**config.mk**
```make
export PLATFORM = sky130hd
export DESIGN_NAME = isp_awb_gain_ctrl
export DESIGN_NICKNAME = d
export VERILOG_FILES = /design/src/rtl/isp_awb_pkg.sv /design/src/rtl/isp_awb_div.sv /design/src/rtl/isp_awb_gain_ctrl.sv
export SDC_FILE = /design/constraint.sdc
export NUM_CORES = 1
export LEC_CHECK = 0
export BUFFER_PORTS_ARGS = -buffer_cell sky130_fd_sc_hd__buf_2
export CORE_ASPECT_RATIO = 0.75
export CORE_UTILIZATION = 40
export CTS_BUF_LIST = sky130_fd_sc_hd__clkbuf_8
export CTS_CLUSTER_DIAMETER = 150
export DETAILED_ROUTE_END_ITERATION = 10
export GPL_TIMING_DRIVEN = 0
export PLACE_DENSITY_LB_ADDON = 0.2
export SLEW_MARGIN = 30
export SYNTH_ARGS = -nofsm -noshare
export SYNTH_HDL_FRONTEND = slang
export SYNTH_SLANG_ARGS = --single-unit
```
**constraint.sdc**
```tcl
create_clock -name pclk -period 8 [get_ports pclk]
set_clock_uncertainty 0.1 [all_clocks]
set_input_delay 0.4 -clock pclk [delete_from_list [all_inputs] [get_ports pclk]]
set_output_delay 0.4 -clock pclk [all_outputs]
set_load 0.05 [all_outputs]
```
**src/rtl/isp_awb_pkg.sv**
```systemverilog
// Shared constants and FSM state type for the AWB gain controller.
package isp_awb_pkg;

    localparam int unsigned STAT_BITS_DEF = 32;
    localparam int unsigned GAIN_BITS_DEF = 8;
    localparam int unsigned GAIN_FRAC_DEF = 4;

    localparam int unsigned GAIN_ONE = 1 << GAIN_FRAC_DEF;
    localparam int unsigned GAIN_MAX = (1 << GAIN_BITS_DEF) - 1;
    localparam int unsigned DIV_N    = STAT_BITS_DEF + GAIN_FRAC_DEF;

    typedef enum logic [1:0] {
        IDLE,
        DIV_R,
        DIV_B,
        UPDATE
    } awb_state_t;

endpackage

```
**src/rtl/isp_awb_div.sv**
```systemverilog
// Sequential restoring divider, one quotient bit per cycle.
module isp_awb_div
    import isp_awb_pkg::*;
#(
    parameter int unsigned DIVIDEND_BITS = DIV_N,
    parameter int unsigned DIVISOR_BITS  = STAT_BITS_DEF
) (
    input  logic                     pclk,
    input  logic                     rst_n,
    input  logic                     start,
    input  logic                     abort,
    input  logic [DIVIDEND_BITS-1:0] dividend,
    input  logic [DIVISOR_BITS-1:0]  divisor,
    output logic                     busy,
    output logic                     done,
    output logic [DIVIDEND_BITS-1:0] quotient,
    output logic                     div_by_zero
);

    localparam int unsigned CNT_W = $clog2(DIVIDEND_BITS + 1);
    localparam logic [CNT_W-1:0] LAST = CNT_W'(DIVIDEND_BITS - 1);

    logic [DIVISOR_BITS-1:0]  rem_q, dsr_q, src_rem, src_dsr, rem_nx;
    logic [DIVIDEND_BITS-1:0] quo_q, src_quo, quo_nx;
    logic [DIVISOR_BITS:0]    rem_sh;
    logic [CNT_W-1:0]         cnt_q;

    // The start cycle already performs the first iteration on the fresh operands.
    always_comb begin
        src_rem = start ? '0 : rem_q;
        src_quo = start ? dividend : quo_q;
        src_dsr = start ? divisor : dsr_q;
        rem_sh  = {src_rem, src_quo[DIVIDEND_BITS-1]};
        if (rem_sh >= {1'b0, src_dsr}) begin
            rem_nx = DIVISOR_BITS'(rem_sh - {1'b0, src_dsr});
            quo_nx = {src_quo[DIVIDEND_BITS-2:0], 1'b1};
        end else begin
            rem_nx = rem_sh[DIVISOR_BITS-1:0];
            quo_nx = {src_quo[DIVIDEND_BITS-2:0], 1'b0};
        end
    end

    always_ff @(posedge pclk or negedge rst_n) begin
        if (!rst_n) begin
            busy        <= 1'b0;
            done        <= 1'b0;
            cnt_q       <= '0;
            rem_q       <= '0;
            quo_q       <= '0;
            dsr_q       <= '0;
            div_by_zero <= 1'b0;
        end else begin
            done <= 1'b0;
            if (abort) begin
                busy  <= 1'b0;
                cnt_q <= '0;
            end else if (start) begin
                rem_q       <= rem_nx;
                quo_q       <= quo_nx;
                dsr_q       <= divisor;
                div_by_zero <= (divisor == '0);
                busy        <= 1'b1;
                cnt_q       <= CNT_W'(1);
            end else if (busy) begin
                rem_q <= rem_nx;
                quo_q <= quo_nx;
                if (cnt_q == LAST) begin
                    busy <= 1'b0;
                    done <= 1'b1;
                end else begin
                    cnt_q <= cnt_q + CNT_W'(1);
                end
            end
        end
    end

    assign quotient = quo_q;

endmodule

```
**src/rtl/isp_awb_gain_ctrl.sv**
```systemverilog
// Auto-white-balance gain controller: per-frame R/B gains relative to G,
// computed with one shared divider and optional IIR smoothing.
module isp_awb_gain_ctrl
    import isp_awb_pkg::*;
#(
    parameter int unsigned STAT_BITS = STAT_BITS_DEF,
    parameter int unsigned GAIN_BITS = GAIN_BITS_DEF,
    parameter int unsigned GAIN_FRAC = GAIN_FRAC_DEF
) (
    input  logic                 pclk,
    input  logic                 rst_n,
    input  logic                 enable,
    input  logic [STAT_BITS-1:0] min_cnt,
    input  logic [2:0]           smooth_shift,
    input  logic                 stat_done,
    input  logic [STAT_BITS-1:0] stat_cnt,
    input  logic [STAT_BITS-1:0] stat_sum_r,
    input  logic [STAT_BITS-1:0] stat_sum_g,
    input  logic [STAT_BITS-1:0] stat_sum_b,
    output logic [GAIN_BITS-1:0] out_gain_r,
    output logic [GAIN_BITS-1:0] out_gain_g,
    output logic [GAIN_BITS-1:0] out_gain_b,
    output logic                 out_valid,
    output logic                 out_busy,
    output logic                 out_drop
);

    localparam int unsigned DIV_BITS = STAT_BITS + GAIN_FRAC;
    localparam logic [GAIN_BITS-1:0] G_ONE = GAIN_BITS'(1 << GAIN_FRAC);
    localparam logic [GAIN_BITS-1:0] G_MAX = '1;

    awb_state_t           state, state_nx;
    logic [STAT_BITS-1:0] sum_r_q, sum_g_q, sum_b_q;
    logic [2:0]           shift_q;
    logic [GAIN_BITS-1:0] tgt_r_q;
    logic                 accept, abort;
    logic                 div_start, div_busy, div_done, div_dbz;
    logic [DIV_BITS-1:0]  div_dividend, div_quot;
    logic [STAT_BITS-1:0] div_divisor;

    function automatic logic [GAIN_BITS-1:0] sat_gain(input logic [DIV_BITS-1:0] q,
                                                      input logic dbz);
        logic [GAIN_BITS-1:0] g;
        if (dbz || q > DIV_BITS'(G_MAX)) g = G_MAX;
        else if (q == '0)                g = GAIN_BITS'(1);
        else                             g = q[GAIN_BITS-1:0];
        return g;
    endfunction

    // Forced +/-1 step keeps the gain converging once the shifted difference rounds to zero.
    function automatic logic [GAIN_BITS-1:0] smooth_gain(input logic [GAIN_BITS-1:0] old,
                                                         input logic [GAIN_BITS-1:0] tgt,
                                                         input logic [2:0]           sh);
        logic signed [GAIN_BITS:0]   diff, step;
        logic signed [GAIN_BITS+1:0] sum;
        logic [GAIN_BITS-1:0]        g;
        diff = $signed({1'b0, tgt}) - $signed({1'b0, old});
        step = diff >>> sh;
        if (sh != 3'd0 && step == '0 && diff != '0)
            step = diff[GAIN_BITS] ? '1 : (GAIN_BITS+1)'(1);
        sum = $signed({2'b00, old}) + $signed({step[GAIN_BITS], step});
        if (sum[GAIN_BITS+1] || sum == '0) g = GAIN_BITS'(1);
        else if (sum[GAIN_BITS])           g = G_MAX;
        else                               g = sum[GAIN_BITS-1:0];
        return g;
    endfunction

    assign accept = (state == IDLE) && stat_done && enable && (stat_cnt >= min_cnt);
    assign abort  = (state != IDLE) && !enable;

    // The R divide starts on the first DIV_R cycle; its done cycle launches the B divide.
    assign div_start    = (state == DIV_R) && !div_busy;
    assign div_dividend = DIV_BITS'(sum_g_q) << GAIN_FRAC;
    assign div_divisor  = div_done ? sum_b_q : sum_r_q;

    isp_awb_div #(
        .DIVIDEND_BITS (DIV_BITS),
        .DIVISOR_BITS  (STAT_BITS)
    ) u_div (
        .pclk        (pclk),
        .rst_n       (rst_n),
        .start       (div_start),
        .abort       (abort),
        .dividend    (div_dividend),
        .divisor     (div_divisor),
        .busy        (div_busy),
        .done        (div_done),
        .quotient    (div_quot),
        .div_by_zero (div_dbz)
    );

    always_ff @(posedge pclk or negedge rst_n) begin
        if (!rst_n) state <= IDLE;
        else        state <= state_nx;
    end

    always_comb begin
        state_nx = state;
        unique case (state)
            IDLE:    if (accept)   state_nx = DIV_R;
            DIV_R:   if (div_done) state_nx = DIV_B;
            DIV_B:   if (div_done) state_nx = UPDATE;
            UPDATE:                state_nx = IDLE;
            default:               state_nx = IDLE;
        endcase
        if (abort) state_nx = IDLE;
    end

    always_ff @(posedge pclk or negedge rst_n) begin
        if (!rst_n) begin
            sum_r_q    <= '0;
            sum_g_q    <= '0;
            sum_b_q    <= '0;
            shift_q    <= '0;
            tgt_r_q    <= G_ONE;
            out_gain_r <= G_ONE;
            out_gain_b <= G_ONE;
            out_valid  <= 1'b0;
            out_drop   <= 1'b0;
        end else begin
            out_valid <= 1'b0;
            out_drop  <= stat_done && (state != IDLE);
            if (accept) begin
                sum_r_q <= stat_sum_r;
                sum_g_q <= stat_sum_g;
                sum_b_q <= stat_sum_b;
                shift_q <= smooth_shift;
            end
            if (state == DIV_R && div_done)
                tgt_r_q <= sat_gain(div_quot, div_dbz);
            // The divider still holds the B result while in UPDATE.
            if (state == UPDATE && enable) begin
                out_gain_r <= smooth_gain(out_gain_r, tgt_r_q, shift_q);
                out_gain_b <= smooth_gain(out_gain_b, sat_gain(div_quot, div_dbz), shift_q);
                out_valid  <= 1'b1;
            end
        end
    end

    assign out_gain_g = G_ONE;
    assign out_busy   = (state != IDLE);

endmodule
```
* Word level (Yosys, flattened, before mapping) *
Index checks and enable logic that the tools add are counted.

operators by class
  add/sub/neg operators = 6
  multiply operators = 0
  div/mod/pow operators = 0
  $lt $le $gt $ge = 3
  equal/unequal tests = 8
  shifts and indexed selects = 2
  muxes and demuxes = 41
  bitwise logic cells = 1
  reductions and logical operators = 34

operator list
  kind                 number
  $mux 32              6
  $mux 36              3
  $mux 8               7
  $mux 9               6
  $gt 36x8->1 const B  1
  $logic_not 36->1     1
  $ge 33x32->1         1
  $ge 32x32->1         1
  $logic_not 32->1     1
  $sub 32x32->32       1
  $mux 6               4
  $add 9x9->10         2
  $logic_not 10->1     2
  $logic_not 9->1      2
  $reduce_bool 9->1    2
  $sshr 9x3->9         2
  $sub 8x8->9          2
  $logic_and 1x1->1    12
  $mux 1               10
  $ne 3x2->1 const B   3
  $mux 2               4
  $pmux 2 s4           1
  $add 6x1->6 const B  1
  $eq 6x6->1 const B   1
  11 further kinds     19

word-level totals
  register bits after elaboration = 236
  bits in latches = 0
  bits in writable memories = 0
  bits in read-only memories = 0
  input bits = 167
  output and inout port bits = 27
  word-level logic and storage cells = 112
  memories = 0

* Longest topological paths before layout *
  word-level depth = 15
  depth in mapped cells = 26
  depth with buffers taken out = 25

* By module *
Synthesis repeated with hierarchy kept, for this count alone.

second synthesis, totals
  cells, all modules = 1788
  area, all modules = 16385.7 um^2

by module, submodules not included
  module             instances  cells an instance  area an instance (um^2)  sequential area each (um^2)
  isp_awb_gain_ctrl  1          1059               9305.2                   3181.8
  isp_awb_div        1          729                7080.5                   2727.6

* Least setup slack after synthesis *
OpenSTA, ideal clock, no wires.

  path kind = reg-to-reg
  from = reg u_div.quo_q[19], in the netlist u_div.quotient[19]
  to = reg out_gain_b[0]
  library setup time = 0.133 ns
  data arrival time = 5.397 ns
  data required time = 7.767 ns
  path slack = 2.370 ns
  cell stages (with the launch flop) = 27
  path buffers = 1
  period minus slack after synthesis = 5.630 ns
  path through = dfrtp_1 -> nor4_1 -> nand2_1 -> nor3_1 -> clkbuf_1 -> nor3b_1 -> ha_1 -> fa_1 -> nor2b_1 -> o22ai_1 -> xnor2_1 -> nor2_1 -> o32a_2 -> a2111oi_1 -> nand3_1 -> a32oi_1 -> ha_1 -> inv_1 -> fa_1 -> nor2b_1 -> o21ai_0 -> a21oi_1 -> o31ai_1 -> a21oi_1 -> xnor2_1 -> nor4b_1 -> a2bb2oi_1

between the ends
  word-level cells in the longest chain between the ends = 15
  elaborated cells between the ends (all ways) = 20
  classes of those cells = add/sub: 2; order compare: 1; shift: 1; mux: 8; reduce/logical: 8

RTL lines
  item                                             RTL line                                          RTL
  from (decl)                                      isp_awb_div.sv:24                                 logic [DIVIDEND_BITS-1:0] quo_q, src_quo, quo_nx;
  from (signal assigned)                           isp_awb_div.sv:59                                 quo_q <= quo_nx;
  from (signal assigned)                           isp_awb_div.sv:66                                 quo_q <= quo_nx;
  $gt 36x8->1 or $logic_not 36->1 (tied branches)  isp_awb_gain_ctrl.sv:44, isp_awb_gain_ctrl.sv:45
  $logic_or 1x1->1 or $mux 8 (tied branches)       isp_awb_gain_ctrl.sv:44, isp_awb_gain_ctrl.sv:45
  $mux 8 (*)                                       isp_awb_gain_ctrl.sv:44                           if (dbz || q > DIV_BITS'(G_MAX)) g = G_MAX;
  $mux 8 (*)                                       isp_awb_gain_ctrl.sv:132                          if (state == UPDATE && enable) begin
  $sub 8x8->9 (*)                                  isp_awb_gain_ctrl.sv:57                           diff = $signed({1'b0, tgt}) - $signed({1'b0, old});
  $sshr 9x3->9                                     isp_awb_gain_ctrl.sv:58                           step = diff >>> sh;
  $logic_not 9->1                                  isp_awb_gain_ctrl.sv:59                           if (sh != 3'd0 && step == '0 && diff != '0)
  $logic_and 1x1->1 (2 in series)                  isp_awb_gain_ctrl.sv:59
  $mux 9 (*)                                       isp_awb_gain_ctrl.sv:59
  $mux 9 (*)                                       isp_awb_gain_ctrl.sv:132
  $add 9x9->10 (*)                                 isp_awb_gain_ctrl.sv:61                           sum = $signed({2'b00, old}) + $signed({step[GAIN_BITS], step});
  $logic_not 10->1                                 isp_awb_gain_ctrl.sv:62                           if (sum[GAIN_BITS+1] || sum == '0) g = GAIN_BITS'(1);
  $logic_or 1x1->1                                 isp_awb_gain_ctrl.sv:62
  $mux 8 (*)                                       isp_awb_gain_ctrl.sv:62
  to (signal assigned)                             isp_awb_gain_ctrl.sv:134                          out_gain_b <= smooth_gain(out_gain_b, sat_gain(div_quot, div_dbz), shift_q);
  to (decl)                                        isp_awb_gain_ctrl.sv:22                           output logic [GAIN_BITS-1:0] out_gain_b,

Mark *: on every way between the ends. The rest lies on a longest branch, timed or not. The select of a mux whose other input is x is not followed.
A chain may end at the register's enable or synchronous reset.

* Worst setup path in the final report *
  from = reg u_div.div_by_zero
  to = reg out_gain_b[0]

between the ends
  word-level cells in the longest chain between the ends = 14
  elaborated cells between the ends (all ways) = 17
  classes of those cells = add/sub: 2; shift: 1; mux: 7; reduce/logical: 7

RTL lines
  item                             RTL line                  RTL
  from (decl)                      isp_awb_div.sv:17         output logic div_by_zero
  from (signal assigned)           isp_awb_div.sv:61         div_by_zero <= (divisor == '0);
  $logic_or 1x1->1 (*)             isp_awb_gain_ctrl.sv:44
  $mux 8 (*)                       isp_awb_gain_ctrl.sv:44
  $mux 8 (*)                       isp_awb_gain_ctrl.sv:132
  $sub 8x8->9 (*)                  isp_awb_gain_ctrl.sv:57
  $sshr 9x3->9                     isp_awb_gain_ctrl.sv:58
  $logic_not 9->1                  isp_awb_gain_ctrl.sv:59
  $logic_and 1x1->1 (2 in series)  isp_awb_gain_ctrl.sv:59
  $mux 9 (*)                       isp_awb_gain_ctrl.sv:59
  $mux 9 (*)                       isp_awb_gain_ctrl.sv:132
  $add 9x9->10 (*)                 isp_awb_gain_ctrl.sv:61
  $logic_not 10->1                 isp_awb_gain_ctrl.sv:62
  $logic_or 1x1->1                 isp_awb_gain_ctrl.sv:62
  $mux 8 (*)                       isp_awb_gain_ctrl.sv:62

Marked as above.

==> results.md <==
- Status: finished, final reports clean
- Clock buffer depth: 3
- Share of layout cells above drive strength 1: 0.154
- WL per Instance: 17.7 um
- H-tree lvl count: 2
- WL met1: 22500 um
- Synth Register Bits: 236
- Tot Pwr: 9.52 mW
- Worst Path Max Fanout: 10
- Final hold vios: 0
- Multi-input gate area: 9020 sq um
- Flop-to-flop setup slack: 0.69 ns
- Synth Area per Inst: 9.19 sq um
- Post-synthesis adder-cell area fraction: 0.0866
- Fillers: 3713
- RSZ-0062 raised after global routing: no
- PD cells: 494 nW/um^2
- Largest net degree at the start of global routing: 82
- CP Launch Type: register
- Hold_sp: enable
- Simple-gate portion of the synthesized area: 0.152
- Gp weighted congestion: 0.903
- Full die area: 40200 sq um
- Total grt overflow: 0
- Antenna-violating nets left: 0
- Count of pins over their slew limit: 0
- Final nets: 2325
- Reg2reg start: u_div.div_by_zero
- Syn Std Cell Area: 15700 sq um
- Worst slew pin tran: 0.899 ns
- CTS tree: done
- Hold path endpoint: state[0]
- Worst R2R End: out_gain_b[0]
- Max-Cap Viols: 0
- Synth cell types: 91
- Register Area: 5910 sq um
- Starting Density: 0.408
- Hold Path Cell Cnt: 4
- Syn. warnings: 0
- Worst Setup End Kind: register
- # rows: 62
- DR iter-0 viols: 940
- Max_slew headroom: 0.401
- CORE AREA: 38600 sq um
- Fin Setup TNS: 0 ns
- Root buf cell: clkbuf_8
- Hold Path Class: input port to register
- Largest family of logic cells by synthesized area: compound AO/OA/AOI/OAI gates
- Async SR Flop Fraction: 1.00
- Main flop type after synthesis: dfrtp_1
- DP HPWL: 35400 um
- EDFF count, synth: 0
- Tmin final: 7.31 ns
- Xor/xnor share of the synthesized area: 0.0267
- Crit path kind: register to register
- Post-synthesis compound-gate area fraction: 0.187
- IO Pins: 194
- Number of global-route vias before repair: 14100
- Placed Area: 17400 sq um
- Clock latency on the worst-skew pair: 0.59 ns
- First drt pass iteration count: 7
- PortBufs: 185
- Post-route DRC: 0
- Leakage: 8.86 nW
- Worst Path Required: 8.35 ns
- CTS sink cnt: 236
- Mux cell area share after synthesis: 0.118
- Top routing layer used: met4
- Seq/Total Area, Yosys: 0.375
- Mapped Cells: 1713
- Worst R2R Path Depth: 26
- Wire length on met3: 2000 um
- Die width: 231 um
- Synth-to-layout area growth: 22.4%
- Most common cell after layout, fill and taps aside: dfrtp_1
- Vias per Instance: 5.39
- Design area: 19300 sq um
- Total Routed Length: 46000 um
- Final setup viols: 0
- Clk slew on worst S/H paths: 0.06 ns
- Final worst-path cycle share: 0.913
- Total GRT Usage: 0.232
- Die height: 174 um
- Max VDD drop: 0.303 mV
- TritonCTS buffer count: 42
- Data arrival, critical path: 7.65 ns
- DR WL met2: 20800 um
- Antenna violations before repair: 1
- Vias: 14000
- F_max: 137 MHz
- First-pass GRT wire length: 75100 um
- N_diodes: 0
- Most frequent cells in the layout: dfrtp_1 (233), buf_2 (200), nand2_1 (182)
==> metal layers <==
layer,GRT usage,up-vias
met4,0.0522,0
met5,0,-
met1,0.338,6801
met3,0.0340,54
li1,-,6856
met2,0.363,294
==> through the flow <==
step	hold slack, ns	utilization	worst slack (ns)	instances
4_1_cts	0.0737	0.500	0.560	2596
3_5_place_dp	0.163	0.452	0.622	2419
5_1_grt	0.113	0.500	0.163	2596
2_1_floorplan	0.00441	-	2.37	1719
6_report	0.114	0.500	0.694	2596
3_3_place_gp	0.362	0.450	0.656	2416
==> where the power goes <==
group	switching, mW	leakage (nW)	internal, mW
combinational	3.79	5.47	2.46
sequential	0.407	2.90	1.76
clock	0.535	0.492	0.577
==> critical path: stages (launching register included) <==
cell	delay, ns
dfrtp_1	0.42
nor4_1	0.61
nand4_1	0.26
nor3_1	0.29
clkbuf_1	0.41
nor3b_2	0.40
ha_1	0.28
fa_1	0.22
nor2b_1	0.09
o221ai_2	0.35
a21oi_2	0.12
a211oi_1	0.40
nor4_1	0.11
a2111oi_1	0.56
nand3_1	0.14
a32oi_1	0.24
ha_1	0.21
inv_1	0.06
fa_1	0.39
nor2b_1	0.12
o21ai_0	0.11
a21oi_1	0.28
o31ai_1	0.13
a21oi_1	0.25
xnor2_1	0.17
nor4b_1	0.34
a2bb2oi_1	0.10
==> how the worst max path moves through the flow <==
stage                  startpoint             to  slack, ns  cells past startpoint
2_1_floorplan  u_div.quotient[19]  out_gain_b[0]       2.37                     26
3_3_place_gp    u_div.div_by_zero  out_gain_b[0]       0.66                     25
3_5_place_dp    u_div.div_by_zero  out_gain_b[0]       0.62                     25
4_1_cts         u_div.div_by_zero  out_gain_b[0]       0.56                     25
5_1_grt         u_div.div_by_zero  out_gain_b[0]       0.16                     26
6_report        u_div.div_by_zero  out_gain_b[0]       0.69                     26
==> sequential cells by signal (all words and copies together), names as in the netlist, 6 cells and up <==
signal / flops
out_gain_b: 8
out_gain_r: 8
sum_b_q: 32
sum_g_q: 32
sum_r_q: 32
tgt_r_q: 8
u_div.cnt_q: 6
u_div.dsr_q: 32
u_div.quotient: 36
u_div.rem_q: 32
==> cell families after synthesis <==
| group | count (synthesis) |
|---|---|
| muxes | 168 |
| adders and majority gates | 106 |
| other | 2 |
| AOI/OAI and AO/OA | 449 |
| buffers and inverters | 190 |
| and+or+nand+nor | 514 |
| DFF | 236 |
| xor gates and xnor gates | 48 |
==> layout make-up <==
type                    instances  share of cell area
clock buffers                  50              0.0357
multi-input cells            1293               0.468
plain buffers                  98              0.0262
repair buffers                289               0.105
well taps                     512              0.0332
flip-flops and latches        236               0.307
clock inverters                26             0.00720
inverters                      92              0.0179
==> synthesized netlist by cell type (5+ instances only) <==
cell type / number / share of area
a211oi_1: 17 / 0.0081
mux2i_1: 62 / 0.039
nand2_1: 182 / 0.043
dfrtp_1: 233 / 0.37
or3_1: 5 / 0.0020
fa_1: 5 / 0.0064
nand4_1: 18 / 0.0072
o31a_1: 8 / 0.0044
o21ai_1: 50 / 0.016
o31ai_1: 8 / 0.0038
buf_4: 8 / 0.0038
buf_1: 7 / 0.0017
a21o_1: 30 / 0.014
buf_2: 16 / 0.0051
a22o_1: 7 / 0.0039
clkbuf_8: 5 / 0.0044
nor2b_1: 12 / 0.0048
nand3_1: 27 / 0.0086
xnor2_1: 27 / 0.015
o21a_1: 14 / 0.0067
a21oi_1: 102 / 0.032
or2_2: 8 / 0.0032
mux2_1: 100 / 0.072
o2111ai_1: 7 / 0.0039
nor3_1: 24 / 0.0076
o211ai_1: 14 / 0.0067
xor2_1: 21 / 0.012
ha_1: 101 / 0.080
o22ai_1: 7 / 0.0028
inv_1: 89 / 0.021
nor4_1: 28 / 0.011
o21ai_0: 77 / 0.024
a31oi_1: 37 / 0.015
and2_1: 36 / 0.014
clkbuf_1: 58 / 0.014
nor2_1: 136 / 0.032
a32oi_1: 11 / 0.0061
nand2b_1: 14 / 0.0056
==> timing repair <==
action / in CTS / in global routing
hold buffers: 101 / 0
setup endpoints to repair: 0 / 1
hold endpoints to repair: 189 / 0
resized for setup: 0 / 1
buffers inserted: 0 / 0
Power figures use the tool's default switching activity.
